## config.mk

```make
export PLATFORM = sky130hd
export DESIGN_NAME = traffic_light_ctrl_flat
export DESIGN_NICKNAME = d
export VERILOG_FILES = /design/src/rtl/traffic_pkg.sv /design/src/rtl/traffic_light_ctrl_if.sv /design/src/rtl/traffic_light_ctrl_min_green_timer.sv /design/src/rtl/traffic_light_ctrl.sv /design/src/flat_wrapper.sv
export SDC_FILE = /design/constraint.sdc
export NUM_CORES = 1
export LEC_CHECK = 0
export ABC_AREA = 1
export BUFFER_PORTS_ARGS = -buffer_cell sky130_fd_sc_hd__buf_2
export CORE_MARGIN = 8
export CORE_UTILIZATION = 50
export CTS_CLUSTER_DIAMETER = 30
export DETAILED_ROUTE_END_ITERATION = 6
export PLACE_DENSITY = 0.75
export SKIP_LAST_GASP = 1
export SYNTH_ARGS = -nofsm -noshare
export SYNTH_HDL_FRONTEND = slang
export SYNTH_SLANG_ARGS = --single-unit
```

## constraint.sdc

```tcl
create_clock -name clk -period 2.3 [get_ports clk]
set_input_delay 0.345 -clock clk [delete_from_list [all_inputs] [get_ports clk]]
set_output_delay 0.345 -clock clk [all_outputs]
set_load 0.01 [all_outputs]
```

## src/rtl/traffic_pkg.sv

```systemverilog
// Shared constants for the traffic-light slice: FSM state codes, counter load codes
// and light encodings.
package traffic_pkg;

  // SY_RUN takes code 8, so the state (and phase) is four bits wide.
  typedef enum logic [3:0] {
    StIdle   = 4'd0,
    StMgLoad = 4'd1,
    StMgRun  = 4'd2,
    StMyLoad = 4'd3,
    StMyRun  = 4'd4,
    StSgLoad = 4'd5,
    StSgRun  = 4'd6,
    StSyLoad = 4'd7,
    StSyRun  = 4'd8
  } state_e;

  localparam logic [2:0] InitNone   = 3'b000;
  localparam logic [2:0] InitRed    = 3'b100;
  localparam logic [2:0] InitYellow = 3'b010;
  localparam logic [2:0] InitGreen  = 3'b001;

  localparam logic [2:0] LightRed    = 3'b100;
  localparam logic [2:0] LightYellow = 3'b010;
  localparam logic [2:0] LightGreen  = 3'b001;

  typedef struct packed {
    logic [2:0] main_l;
    logic [2:0] side_l;
  } lights_t;

  // Unknown codes show all-red.
  function automatic lights_t lights_of(state_e st);
    lights_t l;
    l = '{main_l: LightRed, side_l: LightRed};
    case (st)
      StMgLoad, StMgRun: l = '{main_l: LightGreen,  side_l: LightRed};
      StMyLoad, StMyRun: l = '{main_l: LightYellow, side_l: LightRed};
      StSgLoad, StSgRun: l = '{main_l: LightRed,    side_l: LightGreen};
      StSyLoad, StSyRun: l = '{main_l: LightRed,    side_l: LightYellow};
      default:           l = '{main_l: LightRed,    side_l: LightRed};
    endcase
    return l;
  endfunction

endpackage

```

## src/rtl/traffic_light_ctrl_if.sv

```systemverilog
// Signal bundle between the intersection controller (master) and its environment:
// the phase counter, pedestrian button and light drivers.
interface traffic_light_ctrl_if #(
  parameter int unsigned pINIT_WIDTH = 3
);
  logic                   en;
  logic                   ped_req;
  logic                   last;
  logic [pINIT_WIDTH-1:0] init;
  logic                   cnt_en;
  logic [2:0]             main_light;
  logic [2:0]             side_light;
  logic                   ped_walk;
  logic [3:0]             phase;

  modport master (
    input  en, ped_req, last,
    output init, cnt_en, main_light, side_light, ped_walk, phase
  );

  modport slave (
    output en, ped_req, last,
    input  init, cnt_en, main_light, side_light, ped_walk, phase
  );
endinterface

```

## src/rtl/traffic_light_ctrl_min_green_timer.sv

```systemverilog
// Saturating count of enabled main-green cycles, compared against the minimum green
// time that must pass before a pedestrian may cut main green short.
module min_green_timer #(
  parameter int unsigned pCNT_WIDTH = 5,
  parameter int unsigned pMIN_GREEN = 5
) (
  input  logic clk,
  input  logic rst,
  input  logic en,
  input  logic clear,
  input  logic run,
  output logic min_met
);
  // The MG_RUN cycle being evaluated counts toward the minimum, hence the -1.
  localparam logic [pCNT_WIDTH-1:0] Thresh = pCNT_WIDTH'(pMIN_GREEN - 1);

  logic [pCNT_WIDTH-1:0] elapsed_q, elapsed_d;

  always_comb begin
    elapsed_d = elapsed_q;
    if (en) begin
      if (clear) begin
        elapsed_d = '0;
      end else if (run && (elapsed_q != '1)) begin
        elapsed_d = elapsed_q + 1'b1;
      end
    end
  end

  always_ff @(posedge clk or posedge rst) begin
    if (rst) begin
      elapsed_q <= '0;
    end else begin
      elapsed_q <= elapsed_d;
    end
  end

  assign min_met = (elapsed_q >= Thresh);

endmodule

```

## src/rtl/traffic_light_ctrl.sv

```systemverilog
// Two-road intersection sequencer: drives the phase counter's load/enable, the main
// and side lights and the walk signal, with a pedestrian-requested early end of main green.
module traffic_light_ctrl
  import traffic_pkg::*;
#(
  parameter int unsigned pCNT_WIDTH  = 5,
  parameter int unsigned pINIT_WIDTH = 3,
  parameter int unsigned pMIN_GREEN  = 5
) (
  input logic                  clk,
  input logic                  rst,
  traffic_light_ctrl_if.master bus
);
  state_e                 state_q, state_d;
  logic                   ped_pend_q, ped_pend_d;
  logic                   min_met;
  logic [pINIT_WIDTH-1:0] init_dec;
  lights_t                lights;

  min_green_timer #(
    .pCNT_WIDTH(pCNT_WIDTH),
    .pMIN_GREEN(pMIN_GREEN)
  ) u_min_green_timer (
    .clk    (clk),
    .rst    (rst),
    .en     (bus.en),
    .clear  (state_q == StMgLoad),
    .run    (state_q == StMgRun),
    .min_met(min_met)
  );

  always_comb begin
    state_d = state_q;
    case (state_q)
      StIdle:   if (bus.en) state_d = StMgLoad;
      StMgLoad: if (bus.en) state_d = StMgRun;
      StMgRun:  if (bus.en && (bus.last || (ped_pend_q && min_met))) state_d = StMyLoad;
      StMyLoad: if (bus.en) state_d = StMyRun;
      StMyRun:  if (bus.en && bus.last) state_d = StSgLoad;
      StSgLoad: if (bus.en) state_d = StSgRun;
      StSgRun:  if (bus.en && bus.last) state_d = StSyLoad;
      StSyLoad: if (bus.en) state_d = StSyRun;
      StSyRun:  if (bus.en && bus.last) state_d = StMgLoad;
      default:  state_d = StIdle;
    endcase
  end

  // Serving the crossing (entering side green) wins over a same-cycle new request.
  always_comb begin
    ped_pend_d = ped_pend_q;
    if (bus.en) begin
      if ((state_d == StSgLoad) && (state_q != StSgLoad)) begin
        ped_pend_d = 1'b0;
      end else if (bus.ped_req && (state_q != StIdle)) begin
        ped_pend_d = 1'b1;
      end
    end
  end

  always_ff @(posedge clk or posedge rst) begin
    if (rst) begin
      state_q    <= StIdle;
      ped_pend_q <= 1'b0;
    end else begin
      state_q    <= state_d;
      ped_pend_q <= ped_pend_d;
    end
  end

  // A LOAD state held with en low keeps its pulse pending until en returns.
  always_comb begin
    init_dec = InitNone;
    if (bus.en) begin
      case (state_q)
        StMgLoad, StSgLoad: init_dec = InitGreen;
        StMyLoad, StSyLoad: init_dec = InitYellow;
        default:            init_dec = InitNone;
      endcase
    end
  end

  assign lights         = lights_of(state_q);
  assign bus.init       = init_dec;
  assign bus.cnt_en     = bus.en && (state_q != StIdle);
  assign bus.main_light = lights.main_l;
  assign bus.side_light = lights.side_l;
  assign bus.ped_walk   = (state_q == StSgLoad) || (state_q == StSgRun);
  assign bus.phase      = state_q;

endmodule

```

## src/flat_wrapper.sv

```systemverilog
// flat-port wrapper written by rule: the top's interface ports become plain ports
module traffic_light_ctrl_flat import traffic_pkg::*;
#(
  parameter int unsigned pCNT_WIDTH  = 5,
  parameter int unsigned pINIT_WIDTH = 3,
  parameter int unsigned pMIN_GREEN  = 5
)
  (clk, rst, bus_en, bus_ped_req, bus_last, bus_init, bus_cnt_en, bus_main_light, bus_side_light, bus_ped_walk, bus_phase);
  traffic_light_ctrl_if #(.pINIT_WIDTH(pINIT_WIDTH)) bus_i ();
  input logic clk;
  input logic rst;
  input wire logic [$bits(bus_i.en)-1:0] bus_en;
  input wire logic [$bits(bus_i.ped_req)-1:0] bus_ped_req;
  input wire logic [$bits(bus_i.last)-1:0] bus_last;
  output wire logic [$bits(bus_i.init)-1:0] bus_init;
  output wire logic [$bits(bus_i.cnt_en)-1:0] bus_cnt_en;
  output wire logic [$bits(bus_i.main_light)-1:0] bus_main_light;
  output wire logic [$bits(bus_i.side_light)-1:0] bus_side_light;
  output wire logic [$bits(bus_i.ped_walk)-1:0] bus_ped_walk;
  output wire logic [$bits(bus_i.phase)-1:0] bus_phase;
  assign bus_i.en = bus_en;
  assign bus_i.ped_req = bus_ped_req;
  assign bus_i.last = bus_last;
  assign bus_init = bus_i.init;
  assign bus_cnt_en = bus_i.cnt_en;
  assign bus_main_light = bus_i.main_light;
  assign bus_side_light = bus_i.side_light;
  assign bus_ped_walk = bus_i.ped_walk;
  assign bus_phase = bus_i.phase;
  traffic_light_ctrl #(.pCNT_WIDTH(pCNT_WIDTH), .pINIT_WIDTH(pINIT_WIDTH), .pMIN_GREEN(pMIN_GREEN)) u_core (.clk(clk), .rst(rst), .bus(bus_i));
endmodule
```

==> results_dict.tcl, run 1 <==
set metrics [dict create \
    crit_path_top_delay_cell "dfrtp_1" \
    clkSlewWorstSetupHoldPaths_ns 0.06 \
    grt_pass1_wl_um 3480 \
    drt_first_pass_iters 4 \
    synth_warnings 0 \
    vias 881 \
    rsz0062_at_grt "no" \
    dieArea_mm2 0.00332 \
    wl_met2_um 1010 \
    regToRegStartpoint "u_core.u_min_green_timer.elapsed_q[0]" \
    insertedDiodeCount 0 \
    dr_wl_met3_um 109 \
    wl_met1_um 885 \
    seqCellArea_um2 250 \
    rows 15 \
    irDropWorstVdd_v 0.000514 \
    r2r_end "u_core.u_min_green_timer.elapsed_q[3]" \
    viasPerCell 5.18 \
    ctsHoldBuffers 0 \
    layout_common_cells "nand2_1 (32), nor2_1 (23), inv_1 (21), buf_2 (18), nand3_1 (11)" \
    multiInputGateArea_um2 507 \
    drive_gt1_share_pct 16.3 \
    die_w_um 57.6 \
    path_cells "inv_1 > ha_1 > nand2_1 > nor2_1 > nor2_1 > buf_2" \
    max_stage_delay_ns 0.43 \
    setup_viol 0 \
    yosys.cell_types.count 20 \
    p_leak_uw 0.000585 \
    ff2ff_setup_slack_ns 0.55 \
    numCtsBuffers 3 \
    timing.max_cap.violations 0 \
    drc 0 \
    final_common_cell "nand2_1" \
    grt_max_degree 13 \
    nFillCells 162 \
    cts_tree "yes" \
    synth_top_area_share_pct 28.9 \
    finalNetCount 168 \
    syn_nets 148 \
    fmax_ghz 0.524 \
    drtIter0Drc 29 \
    crit_path_max_fanout 6 \
    antenna_left 0 \
    critPathCaptureType "output port" \
    drv_slew 0 \
    fp.dieH_um 57.6 \
    final_hold_viol_count 0 \
    boundaryPins 20 \
    skew_ns 0.00461 \
    synthTopCellsByArea "dfrtp_1 (29%), nand2_1 (14%), ha_1 (12%), nor2_1 (10%), inv_1 (9.1%)" \
    area_growth_pct 12.9 \
    post_cts_resized 0 \
    timing.setup.tns_ns 0 \
    yosys.area.top_type "dfrtp_1" \
    cp-start-kind "flip-flop" \
    portBuffers 18 \
    crit_arrival_ns 1.56 \
    place_hpwl_um 1660 \
    reg2regPathDepth 9 \
    cts_buffer_depth 2 \
    syn_area_um2 866 \
    cts_sinks 10 \
    cp_common_cell "nor2_1" \
    gp_congestion 0.904 \
    initial_core_util_pct 51.8 \
    wl_per_cell_um 11.9 \
    ys_seq_elements 10 \
    synth_seq_area_share_pct 28.9 \
    fin_cells 170 \
    syn_area_per_cell_um2 6.41 \
    dp.cells 167 \
    cts-root-buf "clkbuf_4" \
    wirelength_um 2030 \
    crit_type "reg2out" \
    grt_pass1_vias 887 \
    required_ns 1.96 \
    antenna_found_initial 0 \
    status "finished, final reports clean" \
    grt_use_total_pct 12.9 \
    fin_crit_ns 1.91 \
    cts_setup_buffers 0 \
    coreArea_mm2 0.00167 \
    cts_max_level 1 \
    hp-class "in2async" \
    top_layer "met4" \
    pwr_density_cell_mw_per_mm2 1120 \
    synthCells 135 \
    clkLatencyLatePin_ns 0.25 \
    grt_overflow 0 \
    period_share_pct 83.0 \
]
==> registers in the layout, summed over array words and instances (netlist names) <==
name	count
u_core.ped_pend_q	1
u_core.u_min_green_timer.elapsed_q	5
u_core.bus.phase	4
==> through the flow <==
step / total power [uW] / setup slack [ns] / hold WS (ns) / utilization (%) / instance area (um^2)
2_1_floorplan: 770 / 0.720 / 0.185 / - / 866
3_3_place_gp: 961 / 0.651 / 0.341 / 57.2 / 955
3_5_place_dp: 976 / 0.569 / 0.343 / 57.2 / 955
4_1_cts: 1100 / 0.384 / 0.0612 / 58.5 / 977
5_1_grt: 1200 / 0.207 / 0.0989 / 58.5 / 977
6_report: 1090 / 0.392 / 0.0543 / 58.5 / 977
==> metal layers <==
layer	track usage, %	vias to the layer above
met4	7.86	0
li1	-	460
met5	0	-
met3	3.09	4
met1	12.7	401
met2	23.6	16
==> worst max path at each step <==
stage,from,endpoint,cells after the start
after CTS,u_core.bus.phase[1],bus_cnt_en,6
after global routing,u_core.bus.phase[0],bus_cnt_en,6
after floorplan,u_core.u_min_green_timer.elapsed_q[0],u_core.u_min_green_timer.elapsed_q[3],9
after detailed placement,u_core.u_min_green_timer.elapsed_q[0],u_core.u_min_green_timer.elapsed_q[3],9
final,u_core.bus.phase[1],bus_cnt_en,6
after global placement,u_core.u_min_green_timer.elapsed_q[0],u_core.u_min_green_timer.elapsed_q[3],9
==> cells in the mapped netlist <==
cell / n
o211ai_1: 1
ha_1: 8
nor3_1: 4
xor2_1: 1
buf_4: 3
nor2_2: 1
o22ai_1: 2
nor2_1: 23
nand3b_1: 1
nor3_2: 1
inv_2: 2
nand3_1: 11
a31oi_1: 1
inv_1: 21
a21oi_1: 4
nand2_1: 32
o21ai_0: 7
conb_1: 1
a21boi_0: 1
dfrtp_1: 10
==> cell families after synthesis <==
group,synth area share [%]
XOR/XNOR,1.01
AND/OR/NAND/NOR,35.3
flip-flops,28.9
buffers and inverters,12.6
other,0.433
AO/OA/AOI/OAI,10.3
adder cells (fa/ha/maj),11.6
==> final cells by class <==
class / count / area share [%]
clock buffer: 3 / 2.30
sequential: 10 / 25.6
tap: 17 / 2.18
timing repair buffer: 18 / 9.22
multi-input combinational: 99 / 51.9
inverter: 23 / 8.83
==> report_power, final <==
| part | switching [uW] | internal [uW] | leakage, uW | total (uW) |
|---|---|---|---|---|
| logic | 439 | 245 | 0.000443 | 683 |
| registers | 61.8 | 232 | 0.000129 | 294 |
| clock network | 53.5 | 60.1 | 0.0000138 | 114 |
==> critical path, delay by kind of cell, from the launching register on <==
family / cells / cell delay (ns)
flip-flops: 1 / 0.43
buffers and inverters: 2 / 0.29
AND/OR/NAND/NOR: 3 / 0.33
adder cells (fa/ha/maj): 1 / 0.26
(Power assumes the default switching activity.)
==> run 2: changes to the inputs <==
- CORE_UTILIZATION: 50 -> 47
- PLACE_DENSITY: 0.75 -> 0.74
- clock period: 2.3 -> 1.6 ns (I/O delays scaled with it)
==> run 2 against run 1 <==
The run now ends with setup timing left; worst hold slack improved by 0.26 ns; cell count increased by 20%; core utilization increased by 19 points; via count increased by 27%; setup slack got worse by 0.56 ns; sequential share of layout area decreased by 6.8 points; die area increased by 4.6%; non-clock buffer count increased by 25; total power increased by 120%.
==> results_dict.tcl, run 2 (synthesis results as in run 1) <==
set metrics [dict create \
    drtIter0Drc 55 \
    insertedDiodeCount 0 \
    required_ns 1.36 \
    p_switching_uw 1180 \
    drive_gt1_share_pct 43.0 \
    total_power_uw 2420 \
    p_leak_uw 0.000718 \
    violations "setup timing" \
    p_sw_share_pct 48.5 \
    holdPathEnd "u_core.ped_pend_q" \
    hp-class "in2reg" \
    crit_type "reg2out" \
    viasPerCell 5.47 \
    drv_slew 0 \
    seq_power_share_pct 17.6 \
    skew_ns 0.00709 \
    wl_met2_um 1550 \
    fp.dieH_um 58.9 \
    place_hpwl_um 1720 \
    cts_buffer_depth 2 \
    area_growth_pct 55.1 \
    cts_tree "yes" \
    largest_register_ffs 5 \
    p_comb_share_pct 73.0 \
    fmax_ghz 0.566 \
    dr_wl_met3_um 255 \
    multiInputGateArea_um2 648 \
    cts_max_level 1 \
    timing.setup.tns_ns -0.854 \
    grt_pass1_wl_um 4270 \
    grt_use_total_pct 15.7 \
    portBuffers 18 \
    rows 15 \
    p_clk_share_pct 9.4 \
    wl_per_cell_um 15.4 \
    finalNetCount 193 \
    antenna_left 0 \
    layout_setup_ws_ns -0.167 \
    setup_viol 10 \
    hold_start "bus_ped_req" \
    period_share_pct 110 \
    numCtsBuffers 3 \
    grt_overflow 0 \
    grt_pass1_vias 981 \
    crit_path_max_fanout 6 \
    reg2regPathDepth 12 \
    seqCellArea_um2 253 \
    boundaryPins 20 \
    dieArea_mm2 0.00347 \
    cp-start-kind "flip-flop" \
    regMostFlops "u_core.u_min_green_timer.elapsed_q" \
    regToRegStartpoint "u_core.bus.phase[0]" \
    timing.max_cap.violations 0 \
    cts-root-buf "clkbuf_4" \
    fin_crit_ns 1.77 \
    min_path_cells 5 \
    ff2ff_setup_slack_ns -0.06 \
    grt_max_degree 13 \
    nFillCells 112 \
    layout_common_cells "nand2_1 (31), buf_4 (22), nor2_1 (18), buf_2 (18), inv_1 (15)" \
    die_w_um 58.9 \
    rsz0062_at_grt "yes" \
    gp_congestion 0.920 \
    wirelength_um 3140 \
    drt_first_pass_iters 4 \
    vias 1116 \
    drc 0 \
    antenna_found_initial 0 \
    r2r_end "u_core.ped_pend_q" \
    clkLatencyLatePin_ns 0.27 \
    final_common_cell "nand2_1" \
    critPathCaptureType "output port" \
    coreArea_mm2 0.00173 \
    crit_arrival_ns 1.53 \
    pwr_density_cell_mw_per_mm2 1810 \
    cts_sinks 10 \
    wl_met1_um 1250 \
    irDropWorstVdd_v 0.00133 \
    final_hold_viol_count 0 \
    top_layer "met4" \
    clkSlewWorstSetupHoldPaths_ns 0.07 \
    status "complete, but fails checks" \
    internal_power_uw 1250 \
    initial_core_util_pct 50.1 \
]
run 2: changes by cell type in the layout (fill, tap and decap cells not counted), sizes merged:
| cell | previous run | this run |
|---|---|---|
| dlygate4sd3 | 0 | 1 |
| buf | 18 | 42 |
| clkbuf | 3 | 4 |
run 2: timing repair:
action | CTS | global route
resized for setup | 24 | 18
hold buffers | 1 | 0
setup endpoints to repair | 11 | 14
pin swaps | 10 | 9
setup buffers | 6 | 8
endpoints found under the hold margin | 10 | 0
run 2: how the worst max path moves through the flow:
stage                                                      from                                    end  slack (ns)  depth (start not counted)
after floorplan           u_core.u_min_green_timer.elapsed_q[0]  u_core.u_min_green_timer.elapsed_q[3]        0.02                          9
after global placement    u_core.u_min_green_timer.elapsed_q[0]  u_core.u_min_green_timer.elapsed_q[3]       0.004                          9
after detailed placement  u_core.u_min_green_timer.elapsed_q[0]  u_core.u_min_green_timer.elapsed_q[3]       -0.03                          9
after CTS                                   u_core.bus.phase[1]                           bus_ped_walk       -0.09                          6
after global routing                        u_core.bus.phase[2]                      bus_side_light[2]       -0.22                          6
final                                       u_core.bus.phase[2]                      bus_side_light[2]       -0.17                          6
run 2: stage by stage:
step / area (um^2) / hold slack [ns] / std cells / setup WS (ns) / utilization (%)
after CTS: 1220 / 0.274 / 196 / -0.0945 / 70.5
after global placement: 1050 / 0.234 / 186 / 0.00380 / 60.7
after floorplan: 866 / 0.0802 / 135 / 0.0197 / -
after global routing: 1340 / 0.309 / 204 / -0.223 / 77.8
after detailed placement: 1050 / 0.238 / 186 / -0.0329 / 60.7
final: 1340 / 0.312 / 204 / -0.167 / 77.8
run 2: critical path, cell delays in order (launching register included):
cell,delay (ns)
dfrtp_2,0.45
inv_2,0.12
nor2_1,0.21
inv_1,0.13
nor2_1,0.13
a31oi_1,0.06
buf_2,0.16
run 2: area by class of cell:
cell class                      instances  area share (%)
Multi-Input combinational cell         99            48.3
Timing Repair Buffer                   43            21.4
Sequential cell                        10            18.8
Inverter                               23            6.43
Clock buffer                            4            2.70
Tap cell                               25            2.33
run 2: per-layer routing:
layer  GRT usage, %  vias to the layer above
li1               -                      507
met1           17.8                      526
met2           25.7                       68
met3           5.87                       15
met4           6.83                        0
met5              0                        -
run 2: power by group through the flow:
| stage | clock (uW) | combinational (uW) | sequential [uW] |
|---|---|---|---|
| CTS | 232 | 1440 | 418 |
| finish | 228 | 1770 | 427 |
| global route | 242 | 1890 | 436 |
| global placement | 0 | 1130 | 418 |
| detailed placement | 0 | 1130 | 425 |
| floorplan | 0 | 686 | 420 |
